==> src/rtl/mmu_pkg.sv <==
// Shared types for the MMU/TLB slice.
// PTE bit positions, walker FSM states and the TLB entry layout.
package mmu_pkg;

  localparam int PTE_V = 0;
  localparam int PTE_W = 1;
  localparam int TLB_TAG_W = 32;

  typedef enum logic [1:0] {
    S_IDLE,
    S_WALK,
    S_RESP
  } state_e;

  typedef struct packed {
    logic                 v;
    logic                 w;
    logic [TLB_TAG_W-1:0] vpn;
    logic [TLB_TAG_W-1:0] ppn;
  } tlb_entry_t;

endpackage

==> src/rtl/mmu_tlb_array.sv <==
// Fully-associative TLB storage with parallel compare.
// Round-robin refill; flush drops valid bits but keeps the pointer.
module mmu_tlb_array
  import mmu_pkg::*;
#(
  parameter int ENTRIES = 4
) (
  input  logic                 clk,
  input  logic                 rst,
  input  logic                 flush,
  input  logic [TLB_TAG_W-1:0] lookup_vpn,
  output logic                 hit,
  output logic [TLB_TAG_W-1:0] hit_ppn,
  output logic                 hit_w,
  input  logic                 fill_en,
  input  logic [TLB_TAG_W-1:0] fill_vpn,
  input  logic [TLB_TAG_W-1:0] fill_ppn,
  input  logic                 fill_w
);

  localparam int PW = $clog2(ENTRIES);

  tlb_entry_t     ent [ENTRIES];
  logic [PW-1:0]  ptr;

  always_ff @(posedge clk or posedge rst) begin
    if (rst) begin
      for (int i = 0; i < ENTRIES; i++) ent[i] <= '0;
      ptr <= '0;
    end else if (flush) begin
      for (int i = 0; i < ENTRIES; i++) ent[i].v <= 1'b0;
    end else if (fill_en) begin
      ent[ptr].v   <= 1'b1;
      ent[ptr].w   <= fill_w;
      ent[ptr].vpn <= fill_vpn;
      ent[ptr].ppn <= fill_ppn;
      ptr <= (ptr == PW'(ENTRIES - 1)) ? '0 : ptr + 1'b1;
    end
  end

  // Only misses install, so at most one entry matches and OR-ing is safe.
  always_comb begin
    hit     = 1'b0;
    hit_ppn = '0;
    hit_w   = 1'b0;
    for (int i = 0; i < ENTRIES; i++) begin
      if (ent[i].v && ent[i].vpn == lookup_vpn) begin
        hit     = 1'b1;
        hit_ppn = hit_ppn | ent[i].ppn;
        hit_w   = hit_w | ent[i].w;
      end
    end
  end

endmodule

==> src/rtl/mmu_tlb.sv <==
// Address-translation unit: TLB lookup plus single-level page walk.
// Optional store protection via MMU_WRITE_PROT_EN.
module mmu_tlb
  import mmu_pkg::*;
#(
  parameter int          VA_W        = 32,
  parameter int          PA_W        = 32,
  parameter int          PAGE_BITS   = 12,
  parameter int          TLB_ENTRIES = 4,
  parameter logic [31:0] PT_BASE     = 32'h0000_1000
) (
  input  logic            clk,
  input  logic            rst,
  input  logic            req_valid,
  output logic            req_ready,
  input  logic [VA_W-1:0] req_vaddr,
  input  logic            req_write,
  output logic            rsp_valid,
  input  logic            rsp_ready,
  output logic [PA_W-1:0] rsp_paddr,
  output logic            rsp_fault,
  output logic            pt_rd_en,
  output logic [31:0]     pt_rd_addr,
  input  logic            pt_rd_valid,
  input  logic [31:0]     pt_rd_data,
  input  logic            flush
);

  localparam int VPN_W = VA_W - PAGE_BITS;
  localparam int PPN_W = PA_W - PAGE_BITS;

  state_e state, state_nx;

  logic [VPN_W-1:0]     vpn_q;
  logic [PAGE_BITS-1:0] off_q;
  logic                 write_q;
  logic                 first_q;
  logic                 flushed_q;

  logic                 hit;
  logic                 hit_w;
  logic [TLB_TAG_W-1:0] hit_ppn;
  logic [TLB_TAG_W-1:0] req_vpn;
  logic [PPN_W-1:0]     pte_ppn;
  logic                 accept;
  logic                 fill_en;
  logic                 fill_w;
  logic                 hit_fault;
  logic                 pte_fault;
  logic                 unused_ok;

  assign req_vpn = TLB_TAG_W'(req_vaddr[VA_W-1:PAGE_BITS]);
  assign pte_ppn = pt_rd_data[PAGE_BITS +: PPN_W];
  assign accept  = req_valid && req_ready;

`ifdef MMU_WRITE_PROT_EN
  assign hit_fault = req_write && !hit_w;
  assign pte_fault = !pt_rd_data[PTE_V] ||
                     (write_q && !pt_rd_data[PTE_W]);
  assign fill_w    = pt_rd_data[PTE_W];
`else
  assign hit_fault = 1'b0;
  assign pte_fault = !pt_rd_data[PTE_V];
  assign fill_w    = 1'b0;
`endif

  assign unused_ok = ^{pt_rd_data, hit_ppn, hit_w, req_write, write_q};

  // A flush seen anywhere in the walk suppresses the install.
  assign fill_en = (state == S_WALK) && pt_rd_valid &&
                   pt_rd_data[PTE_V] && !flush && !flushed_q;

  mmu_tlb_array #(
    .ENTRIES(TLB_ENTRIES)
  ) u_array (
    .clk       (clk),
    .rst       (rst),
    .flush     (flush),
    .lookup_vpn(req_vpn),
    .hit       (hit),
    .hit_ppn   (hit_ppn),
    .hit_w     (hit_w),
    .fill_en   (fill_en),
    .fill_vpn  (TLB_TAG_W'(vpn_q)),
    .fill_ppn  (TLB_TAG_W'(pte_ppn)),
    .fill_w    (fill_w)
  );

  always_ff @(posedge clk or posedge rst) begin
    if (rst) state <= S_IDLE;
    else     state <= state_nx;
  end

  always_comb begin
    state_nx = state;
    unique case (state)
      S_IDLE: if (accept) state_nx = hit ? S_RESP : S_WALK;
      S_WALK: if (pt_rd_valid) state_nx = S_RESP;
      S_RESP: if (rsp_ready) state_nx = S_IDLE;
      default: state_nx = S_IDLE;
    endcase
  end

  always_comb begin
    req_ready = (state == S_IDLE) && !flush;
    rsp_valid = (state == S_RESP);
    pt_rd_en  = (state == S_WALK) && first_q;
  end

  always_ff @(posedge clk or posedge rst) begin
    if (rst) begin
      vpn_q      <= '0;
      off_q      <= '0;
      write_q    <= 1'b0;
      first_q    <= 1'b0;
      flushed_q  <= 1'b0;
      pt_rd_addr <= '0;
      rsp_paddr  <= '0;
      rsp_fault  <= 1'b0;
    end else begin
      if (accept) begin
        vpn_q     <= req_vaddr[VA_W-1:PAGE_BITS];
        off_q     <= req_vaddr[PAGE_BITS-1:0];
        write_q   <= req_write;
        first_q   <= !hit;
        flushed_q <= 1'b0;
        if (hit) begin
          rsp_fault <= hit_fault;
          rsp_paddr <= hit_fault ? '0 :
                       {hit_ppn[PPN_W-1:0], req_vaddr[PAGE_BITS-1:0]};
        end else begin
          pt_rd_addr <= PT_BASE + (req_vpn << 2);
        end
      end
      if (state == S_WALK) begin
        first_q <= 1'b0;
        if (flush) flushed_q <= 1'b1;
        if (pt_rd_valid) begin
          rsp_fault <= pte_fault;
          rsp_paddr <= pte_fault ? '0 : {pte_ppn, off_q};
        end
      end
    end
  end

endmodule

==> config.mk <==
export PLATFORM = sky130hd
export DESIGN_NAME = mmu_tlb
export DESIGN_NICKNAME = d
export VERILOG_FILES = /design/src/rtl/mmu_pkg.sv /design/src/rtl/mmu_tlb_array.sv /design/src/rtl/mmu_tlb.sv
export SDC_FILE = /design/constraint.sdc
export NUM_CORES = 1
export LEC_CHECK = 0
export BUFFER_PORTS_ARGS = -buffer_cell sky130_fd_sc_hd__buf_2
export CAP_MARGIN = 0
export CORE_MARGIN = 3
export CORE_UTILIZATION = 55
export DETAILED_ROUTE_END_ITERATION = 7
export PLACE_DENSITY_LB_ADDON = 0.05
export SYNTH_ARGS = -nofsm -noshare
export SYNTH_HDL_FRONTEND = slang
export SYNTH_SLANG_ARGS = --single-unit
==> constraint.sdc <==
create_clock -name clk -period 19.5 [get_ports clk]
set_input_delay 1.95 -clock clk [delete_from_list [all_inputs] [get_ports clk]]
set_output_delay 1.95 -clock clk [all_outputs]
set_load 0.01 [all_outputs]
* After elaboration in Yosys (flattened, before gate mapping)
Index checks and enable logic that the tools add are counted.
Word-level totals: register bits 367, bits of input ports 71
Cells by class: $add $sub $neg 2, $lt $le $gt $ge 2, equality and inequality tests 10, mux-type cells 45, bitwise gates (word level) 6, reductions and logical operators 22
Operator list (count):
- bitwise mux 264 bit | 4
- demux 66 bit (select 2 bit) | 4
- two-way mux 264 bit | 1
- two-way mux 32 bit | 6
- equality test 32 x 20 -> 1 bit | 4
- two-way mux 20 bit | 4
- two-way mux 66 bit | 1
- two-way mux 65 bit | 1
- two-way mux 64 bit | 1
- bitwise OR 20 bit | 3
- adder 13 x 22 -> 23 bit, first input constant | 1
- two-way mux 1 bit | 17
- logical AND 1 bit | 12
- two-way mux 2 bit | 5
- case mux 2 bit (3 select lines) | 1
- equality test 2 bit, second input constant | 2
- zero test 1 bit | 4
- != test 2 bit, second input constant | 2
- AND reduction 2 bit | 2
- nonzero test 2 bit | 2
- greater-or-equal comparator 3 bit, second input constant | 1
- < comparator 3 x 1 -> 1 bit, second input constant | 1
- NOT 2 -> 3 bit | 1
- AND reduction 3 bit | 1
- 5 further kinds | 6

* Logic depth before layout (Yosys ltp)
Gate-level depths: netlist of the first run.
depth after elaboration 13, gate-level depth with buffers 9, gate-level depth less buffers 6

* Cells and area by module
A second synthesis of the first run with hierarchy kept.
Second synthesis, totals: cells, all modules 1567, area total of the unflattened synthesis 17340.4 µm²
By module, submodules not included:
- mmu_tlb_array | instances 1, cells an instance 1126, area each 13269.0 µm², sequential area each 6656.4 µm²
- mmu_tlb | instances 1, cells an instance 441, area each 4071.4 µm², sequential area each 2252.2 µm²

* Worst setup path after synthesis of the first run
No wires, ideal clock.
kind input-to-output, start point input flush, end point output req_ready, arrival 2469 ps, setup slack 15081 ps, cell stages on the path 2, cells stage by stage clkbuf_1 -> nor3_1
On the way: longest elaborated chain between the ends 2
Ends and longest elaborated chain:
- start, declared | RTL line mmu_tlb.sv:26 | input logic flush
- zero test 1 bit | RTL line mmu_tlb.sv:105 | req_ready = (state == S_IDLE) && !flush;
- logical AND 1 bit | RTL line mmu_tlb.sv:105
- end, declared | RTL line mmu_tlb.sv:15 | output logic req_ready,
Every way passes these cells.

* Worst setup path in the final report of the first run
start point input req_vaddr[12], end point register rsp_paddr[16]
On the way: longest elaborated chain between the ends 13, elaborated cells between the ends (all ways) 23
Ends and longest elaborated chain:
- start, declared | RTL line mmu_tlb.sv:16 | input logic [VA_W-1:0] req_vaddr,
- equality test 32 x 20 -> 1 bit | RTL line mmu_tlb_array.sv:47 | if (ent[i].v && ent[i].vpn == lookup_vpn) begin
- logical AND 1 bit | RTL line mmu_tlb_array.sv:47
- two-way mux 20 bit | RTL line mmu_tlb_array.sv:47
- bitwise OR 20 bit | RTL line mmu_tlb_array.sv:49 | hit_ppn = hit_ppn | ent[i].ppn;
- two-way mux 20 bit | RTL line mmu_tlb_array.sv:47
- bitwise OR 20 bit | RTL line mmu_tlb_array.sv:49
- two-way mux 20 bit | RTL line mmu_tlb_array.sv:47
- bitwise OR 20 bit | RTL line mmu_tlb_array.sv:49
- two-way mux 20 bit | RTL line mmu_tlb_array.sv:47
- two-way mux 32 bit * | RTL line mmu_tlb.sv:127 | if (hit) begin
- two-way mux 32 bit * | RTL line mmu_tlb.sv:121 | if (accept) begin
- two-way mux 32 bit | RTL line mmu_tlb.sv:138 | if (pt_rd_valid) begin
- two-way mux 32 bit * | RTL line mmu_tlb.sv:135 | if (state == S_WALK) begin
- end signal, assigned | RTL line mmu_tlb.sv:129 | rsp_paddr <= hit_fault ? '0 :
- end signal, assigned | RTL line mmu_tlb.sv:140 | rsp_paddr <= pte_fault ? '0 : {pte_ppn, off_q};
- end, declared | RTL line mmu_tlb.sv:20 | output logic [PA_W-1:0] rsp_paddr,
Mark *: on every way between the ends. The rest lies on a longest branch, timed or not. A chain may end at the register's enable or synchronous reset.

==> results of run 1 <==
## worst max path at each step
stage / from / end
floorplan: rst / first_q
detailed placement: req_vaddr[12] / rsp_paddr[16]
finish: req_vaddr[12] / rsp_paddr[16]
CTS: flush / req_ready
global placement: req_vaddr[12] / rsp_paddr[16]
global route: req_vaddr[12] / rsp_paddr[27]
## layout by cell type (no fill, tap or decap), types with 2 or more instances in the layout
| master | instances |
|---|---|
| o221ai_1 | 19 |
| clkbuf_1 | 9 |
| clkinv_2 | 3 |
| nand2_1 | 103 |
| nor2_1 | 5 |
| mux2_1 | 156 |
| o21ai_0 | 9 |
| nor4_2 | 4 |
| mux2_2 | 24 |
| a22oi_1 | 32 |
| nand2_2 | 4 |
| a21o_1 | 12 |
| buf_2 | 115 |
| dfrtp_1 | 256 |
| o22ai_1 | 43 |
| and3_1 | 5 |
| conb_1 | 11 |
| clkbuf_8 | 7 |
| o22a_1 | 2 |
| and2_1 | 2 |
| nand3_1 | 39 |
| nor3_1 | 5 |
| nor4_1 | 12 |
| xor2_1 | 81 |
| nand4_1 | 116 |
| a21oi_1 | 3 |
| buf_4 | 26 |
| inv_1 | 8 |
| xnor2_1 | 7 |
| ha_1 | 5 |
| clkbuf_16 | 29 |
## where the power goes
| part | internal [mW] | switching, mW |
|---|---|---|
| combinational | 0.152 | 0.194 |
| clock | 0.312 | 0.210 |
| sequential | 0.686 | 0.102 |
## per-stage QoR
stage,worst slack [ns],hold slack [ns],utilization [%],power [mW]
2_1_floorplan,10.51,0.446,-,1.01
3_3_place_gp,14.64,0.458,59.3,1.12
3_5_place_dp,14.60,0.463,59.3,1.14
4_1_cts,15.06,0.478,63.4,1.67
5_1_grt,14.89,0.492,63.4,1.74
6_report,14.97,0.476,63.4,1.66
## flip-flops by register name (all words and copies together), names as in the netlist
name,flops
off_q,12
rsp_fault,1
vpn_q,20
flushed_q,1
first_q,1
u_array.ent,164
state,2
rsp_paddr,32
u_array.ptr,2
pt_rd_addr,21
## worst max-delay path: stages
cell	delay, ns
buf_2	0.15
xor2_1	0.15
nor4_1	0.67
nand4_1	0.19
buf_4	0.29
o22ai_1	0.88
buf_4	0.38
o221ai_1	0.19
nand3_1	0.13
## logic make-up (layout without fill, tap and decap cells)
group / after synthesis / after routing / synth area share [%]
DFF: 256 / 256 / 52.1
xor gates and xnor gates: 88 / 88 / 6.27
other: 1 / 12 / 0.0305
buffers and inverters: 124 / 200 / 4.62
muxes: 180 / 180 / 16.5
AOI/OAI and AO/OA: 122 / 122 / 7.00
adders and majority gates: 5 / 5 / 0.509
and+or+nand+nor: 303 / 303 / 12.9
## routing by layer
layer  track usage, %  up-vias  wire (µm)  share of wire [%]
met3             4.92       46       2480                7.6
met4             6.46        0        525                1.6
met2             41.0      378      14800                 45
met1             40.5     4600      15000                 46
met5                0        -          0                  0
li1                 -     4037          -                  -
## layout make-up
class                           instances  area [µm²]  share of cell area, %
Clock buffer                           45         856                   6.16
Tap cell                              280         350                   2.52
Timing Repair Buffer                  141         771                   5.55
Sequential cell                       256        6410                   46.1
Multi-Input combinational cell        709        5400                   38.9
Antenna cell                            1        2.50                 0.0180
Clock inverter                          5        53.8                  0.388
Inverter                                9        41.3                  0.297
==> impl_results.md, run 1 <==
- RSZ-0062 raised after global routing: no
- Area contributors post-synth: dfrtp_1, mux2_1, nand4_1, xor2_1, nand2_1
- Vias in the first global route: 9258
- Hold Path Origin: off_q[6]
- Routed vias/inst: 6.27
- I/O pin count: 139
- DRT Wirelength: 32800 µm
- Fin. Hold Viols: 0
- Post-CTS Hold Fix Bufs: 0
- Area after DPL: 13000 µm²
- FMAX: 0.221 GHz
- HP Class: reg2reg
- Global-route wire length before repair: 52000 µm
- Top-count cell post-synth: dfrtp_1
- Reg2Reg Capture Point: rsp_paddr[16]
- GPL Wtd Cong: 0.755
- Post-route setup TNS: 0 ns
- R2r startpoint: u_array.ent[32]
- Initial antenna violation count: 0
- Critical path class: in2reg
- Final Skew: 0.00879 ns
- DRT antenna net count: 0
- Worst R2R Setup Slack: 16.14 ns
- Final instance area: 13900 µm²
- Cell Pwr Density: 119 nW/µm²
- GR Overflow Total: 0
- Final worst path period need: 4.53 ns
- P_leak: 6.76 nW
- Worst Path Arrival: 5.00 ns
- VDD IR max: 0.0854 mV
- Detailed Routing Iterations Pass 1: 6
- CP Max Fanout: 22
- Slew Limit Fails: 0
- Crit path launch type: input pin
- Post-synth top cells: dfrtp_1, mux2_1, nand4_1
- Sequential area share after synthesis: 52.1%
- Post-CTS sizing: 0
- H-tree Lvls: 1
- Largest net degree at the start of global routing: 120
- Fraction of registers with async set/reset: 100%
- Number of flops mapped to enable cells by yosys: 0
- Die Span Y: 155 µm
- Outcome: finished, final reports clean
- Die area: 24200 µm²
- Synthesized area per cell: 11.4 µm²
- Syn-to-layout area delta: 13.0%
- Non-Filler Instances: 1446
- R2R cell count: 8
- Hold path cells: 2
- Detailed router's first-iteration violation count: 717
- Clock Sinks: 256
- # nets final: 1221
- # Post-CTS Setup Buffers: 0
- Worst endpoint required time: 19.96 ns
- IO buf count: 115
- Max_slew headroom: 27.0%
- DIE WIDTH: 155 µm
- Max cap viols: 0
- Mapped cell area: 12300 µm²
- Root Buffer: clkbuf_16
- Ys Warns: 0
- WL/cell: 22.7 µm
- Worst-path clk slew: 0.06 ns
- Detail Placement HPWL: 18400 µm
- Core ar.: 21900 µm²
- Final setup violating endpoints: 0
- FP Rows: 54
- Final Cycle Share: 23.3%
- Clk buf depth: 3
- Worst Hold End: off_q[6]
- Filler Cell Count: 1780
- Overall Global Routing Usage: 27.0%
- Mapped Cells: 1079
- CTS Buf Count: 28
- TritonCTS clock tree: built
- Crit end category: register
- Unique cell type count in the Yosys netlist: 36
- Share of the synthesized area in the top cell type: 52.1%
- DR vias: 9061
- Yosys reg bits: 256
- Initial core utilization: 56.1%
- Clock Latency Late Sink: 0.53 ns
- Cells after DPL: 1395
- Area leader, netlist: dfrtp_1
- Residual DRC: 0
- Least-Margin Pin Slew: 1.10 ns
- Share of post-route cells with drive strength above 1: 19.0%
- Ys flop type: dfrtp_1
Note: power is estimated with default switching activity, not from simulation.
==> run 2: changes to the inputs <==
--- a/config.mk
+++ b/config.mk
@@ -8,7 +8,7 @@
 export BUFFER_PORTS_ARGS = -buffer_cell sky130_fd_sc_hd__buf_2
 export CAP_MARGIN = 0
 export CORE_MARGIN = 3
-export CORE_UTILIZATION = 55
+export CORE_UTILIZATION = 53
 export DETAILED_ROUTE_END_ITERATION = 7
 export PLACE_DENSITY_LB_ADDON = 0.05
 export SYNTH_ARGS = -nofsm -noshare
==> constraint.sdc (replaced) <==
create_clock -name clk -period 3.71 [get_ports clk]
set_input_delay 0.371 -clock clk [delete_from_list [all_inputs] [get_ports clk]]
set_output_delay 0.371 -clock clk [all_outputs]
set_load 0.01 [all_outputs]
==> impl_results.md, run 2 (synthesis gave the netlist of run 1 again) <==
- Cell Pwr Density: 617 nW/µm² (+420%)
- Worst R2R Setup Slack: 0.89 ns (-15.25 ns)
- Cells after DPL: 1410 (+1.1%)
- Detail Placement HPWL: 19100 µm (+4.1%)
- GRT met1 Usage: 40.2% (-0.29 points)
- IO buf count: 115 (unchanged)
- Filler Cell Count: 1936 (+8.8%)
- Reg power frac: 47.7% (about the same)
- Detailed Routing Iterations Pass 1: 6 (unchanged)
- Detailed router's first-iteration violation count: 624 (-13%)
- Pwr Total: 8.65 mW (+420%)
- Global-route wire length before repair: 51100 µm (-1.7%)
- DIE WIDTH: 158 µm (+1.8%)
- Largest net degree at the start of global routing: 59 (-51%)
- HP Class: in2async
- Psw: 2.65 mW (+420%)
- Commonest cells after routing, fill and taps aside: dfrtp_1, mux2_1, nand4_1, buf_2, nand2_1
- R2R cell count: 6 (-2)
- Vias in the first global route: 8957 (-3.3%)
- Post-CTS sizing: 0 (unchanged)
- DRT Wirelength: 32600 µm (-0.67%)
- Outcome: finished, final reports clean
- Worst Path Arrival: 3.24 ns (-1.76 ns)
- GRT Max-Usage Layer: met1
- Grt met3 use: 4.81% (-0.11 points)
- Critical path class: reg2reg
- Post-route setup TNS: 0 ns (unchanged)
- Final setup violating endpoints: 0 (unchanged)
- Initial core utilization: 54.1% (-2.0 points)
- Fin. Hold Viols: 0 (unchanged)
- Root Buffer: clkbuf_16
- FMAX: 0.354 GHz
- # Post-CTS Setup Buffers: 0 (unchanged)
- Internal power: 6.00 mW (+420%)
- Reg2Reg Capture Point: pt_rd_addr[20]
- Hold slack: 0.0462 ns (-0.430 ns)
- H-tree Lvls: 1 (unchanged)
- Switching portion of total power: 30.6% (+0.043 points)
- Clk buf depth: 3 (unchanged)
- Final worst path period need: 2.82 ns
- FP Rows: 55 (+1.9%)
- Crit path launch type: register
- Routed vias/inst: 6.24 (-0.47%)
- Area of the multi-input gates: 5400 µm² (unchanged)
- Largest register FFs: 164 (unchanged)
- Area after DPL: 13100 µm² (+1.1%)
- Worst endpoint required time: 4.13 ns (-15.83 ns)
- I/O pin count: 139 (unchanged)
- CP Max Fanout: 24 (+9.1%)
- RSZ-0062 raised after global routing: no
- Logic pwr share: 21.1% (+0.2 points)
- Initial antenna violation count: 0 (unchanged)
- DR vias: 9118 (+0.63%)
- Crit end category: register
- Clock Latency Late Sink: 0.54 ns (about the same)
- Least-Margin Pin Slew: 0.975 ns (-0.121 ns)
- Final Util: 61.7% (-1.7 points)
- GPL Wtd Cong: 0.795 (+5.3%)
- Die Span Y: 158 µm (+1.8%)
- Slew Limit Fails: 0 (unchanged)
- P_leak: 6.83 nW (+1.0%)
- Max_slew headroom: 34.9% (+7.9 points)
- Final Skew: 0.00934 ns (+0.000552 ns)
- DRT antenna net count: 0 (unchanged)
- Non-Filler Instances: 1462 (+1.1%)
- Final instance area: 14000 µm² (+0.92%)
- WL/cell: 22.3 µm (-1.8%)
- Commonest non-fill, non-tap cell in the layout: dfrtp_1
- Core ar.: 22700 µm² (+3.7%)
- TritonCTS clock tree: built
- R2r startpoint: u_array.ent[32]
- Largest reg by FF count: u_array.ent
- GR Overflow Total: 0 (unchanged)
- Setup WS pre-CTS: 0.790 ns (-13.81 ns)
- Clock share of power: 31.1% (-0.4 points)
- Post-CTS Hold Fix Bufs: 0 (unchanged)
- Met2 GRT Util: 38.3% (-2.6 points)
- VDD IR max: 0.384 mV (+350%)
- Final critical-path setup slack: 0.889 ns (-14.08 ns)
- Syn-to-layout area delta: 14.0%
- Die area: 25000 µm² (+3.6%)
- Max cap viols: 0 (unchanged)
- Final Cycle Share: 76.1%
- Largest regs: u_array.ent x164, rsp_paddr x32, pt_rd_addr x21
- # nets final: 1231 (+0.82%)
- Residual DRC: 0 (unchanged)
- Share of post-route cells with drive strength above 1: 19.9% (+0.93 points)
- Overall Global Routing Usage: 26.0% (-0.95 points)
- Register area: 6410 µm² (unchanged)
- Worst-path clk slew: 0.06 ns (about the same)
- Clock Sinks: 256 (unchanged)
- CTS Buf Count: 28 (unchanged)
[run 2: changes by cell type in the layout (fill, tap and decap cells not counted), sizes merged]
cell and delta:
clkinvlp +1, inv -2, clkinv +4, bufinv -1, buf +10, clkbuf -1
[run 2: metal layers]
metal / wire (µm) / part of all wire, %
met5: 0 / 0
met4: 522 / 1.6
met3: 2410 / 7.4
met2: 14000 / 43
met1: 15600 / 48
[run 2: worst max path at each step]
stage	startpoint	endpoint	slack, ns	depth (start not counted)
final	u_array.ent[32]	pt_rd_addr[20]	0.89	6
after global routing	u_array.ent[37]	pt_rd_addr[13]	0.82	6
after CTS	u_array.ent[32]	pt_rd_addr[20]	0.94	6
after detailed placement	req_vaddr[27]	pt_rd_addr[20]	0.79	7
after global placement	req_vaddr[27]	pt_rd_addr[13]	0.81	7
after floorplan	rst	first_q	-0.03	1
[run 2: layout make-up]
| cell class | count | area share, % |
|---|---|---|
| diodes | 1 | 0.0179 |
| clock buffers | 44 | 6.15 |
| clock inverters | 7 | 0.250 |
| inverters | 9 | 0.268 |
| multi-input cells | 709 | 38.6 |
| flip-flops and latches | 256 | 45.7 |
| well taps | 285 | 2.55 |
| repair buffers | 151 | 6.48 |
[run 2: power groups by stage]
stage,registers (mW),clock network (mW),logic [mW]
after global routing,4.23,2.85,2.02
final,4.13,2.69,1.83
after detailed placement,4.16,0,1.83
after floorplan,4.10,0,1.21
after global placement,4.13,0,1.78
after CTS,4.12,2.75,1.84
[run 2: worst max-delay path, stage by stage, from the launching register on]
cell and delay [ns]:
dfrtp_1 0.38, xor2_1 0.16, nor4_1 0.64, nand4_1 0.32, o22a_1 0.29, nand3_2 0.50, mux2_2 0.41
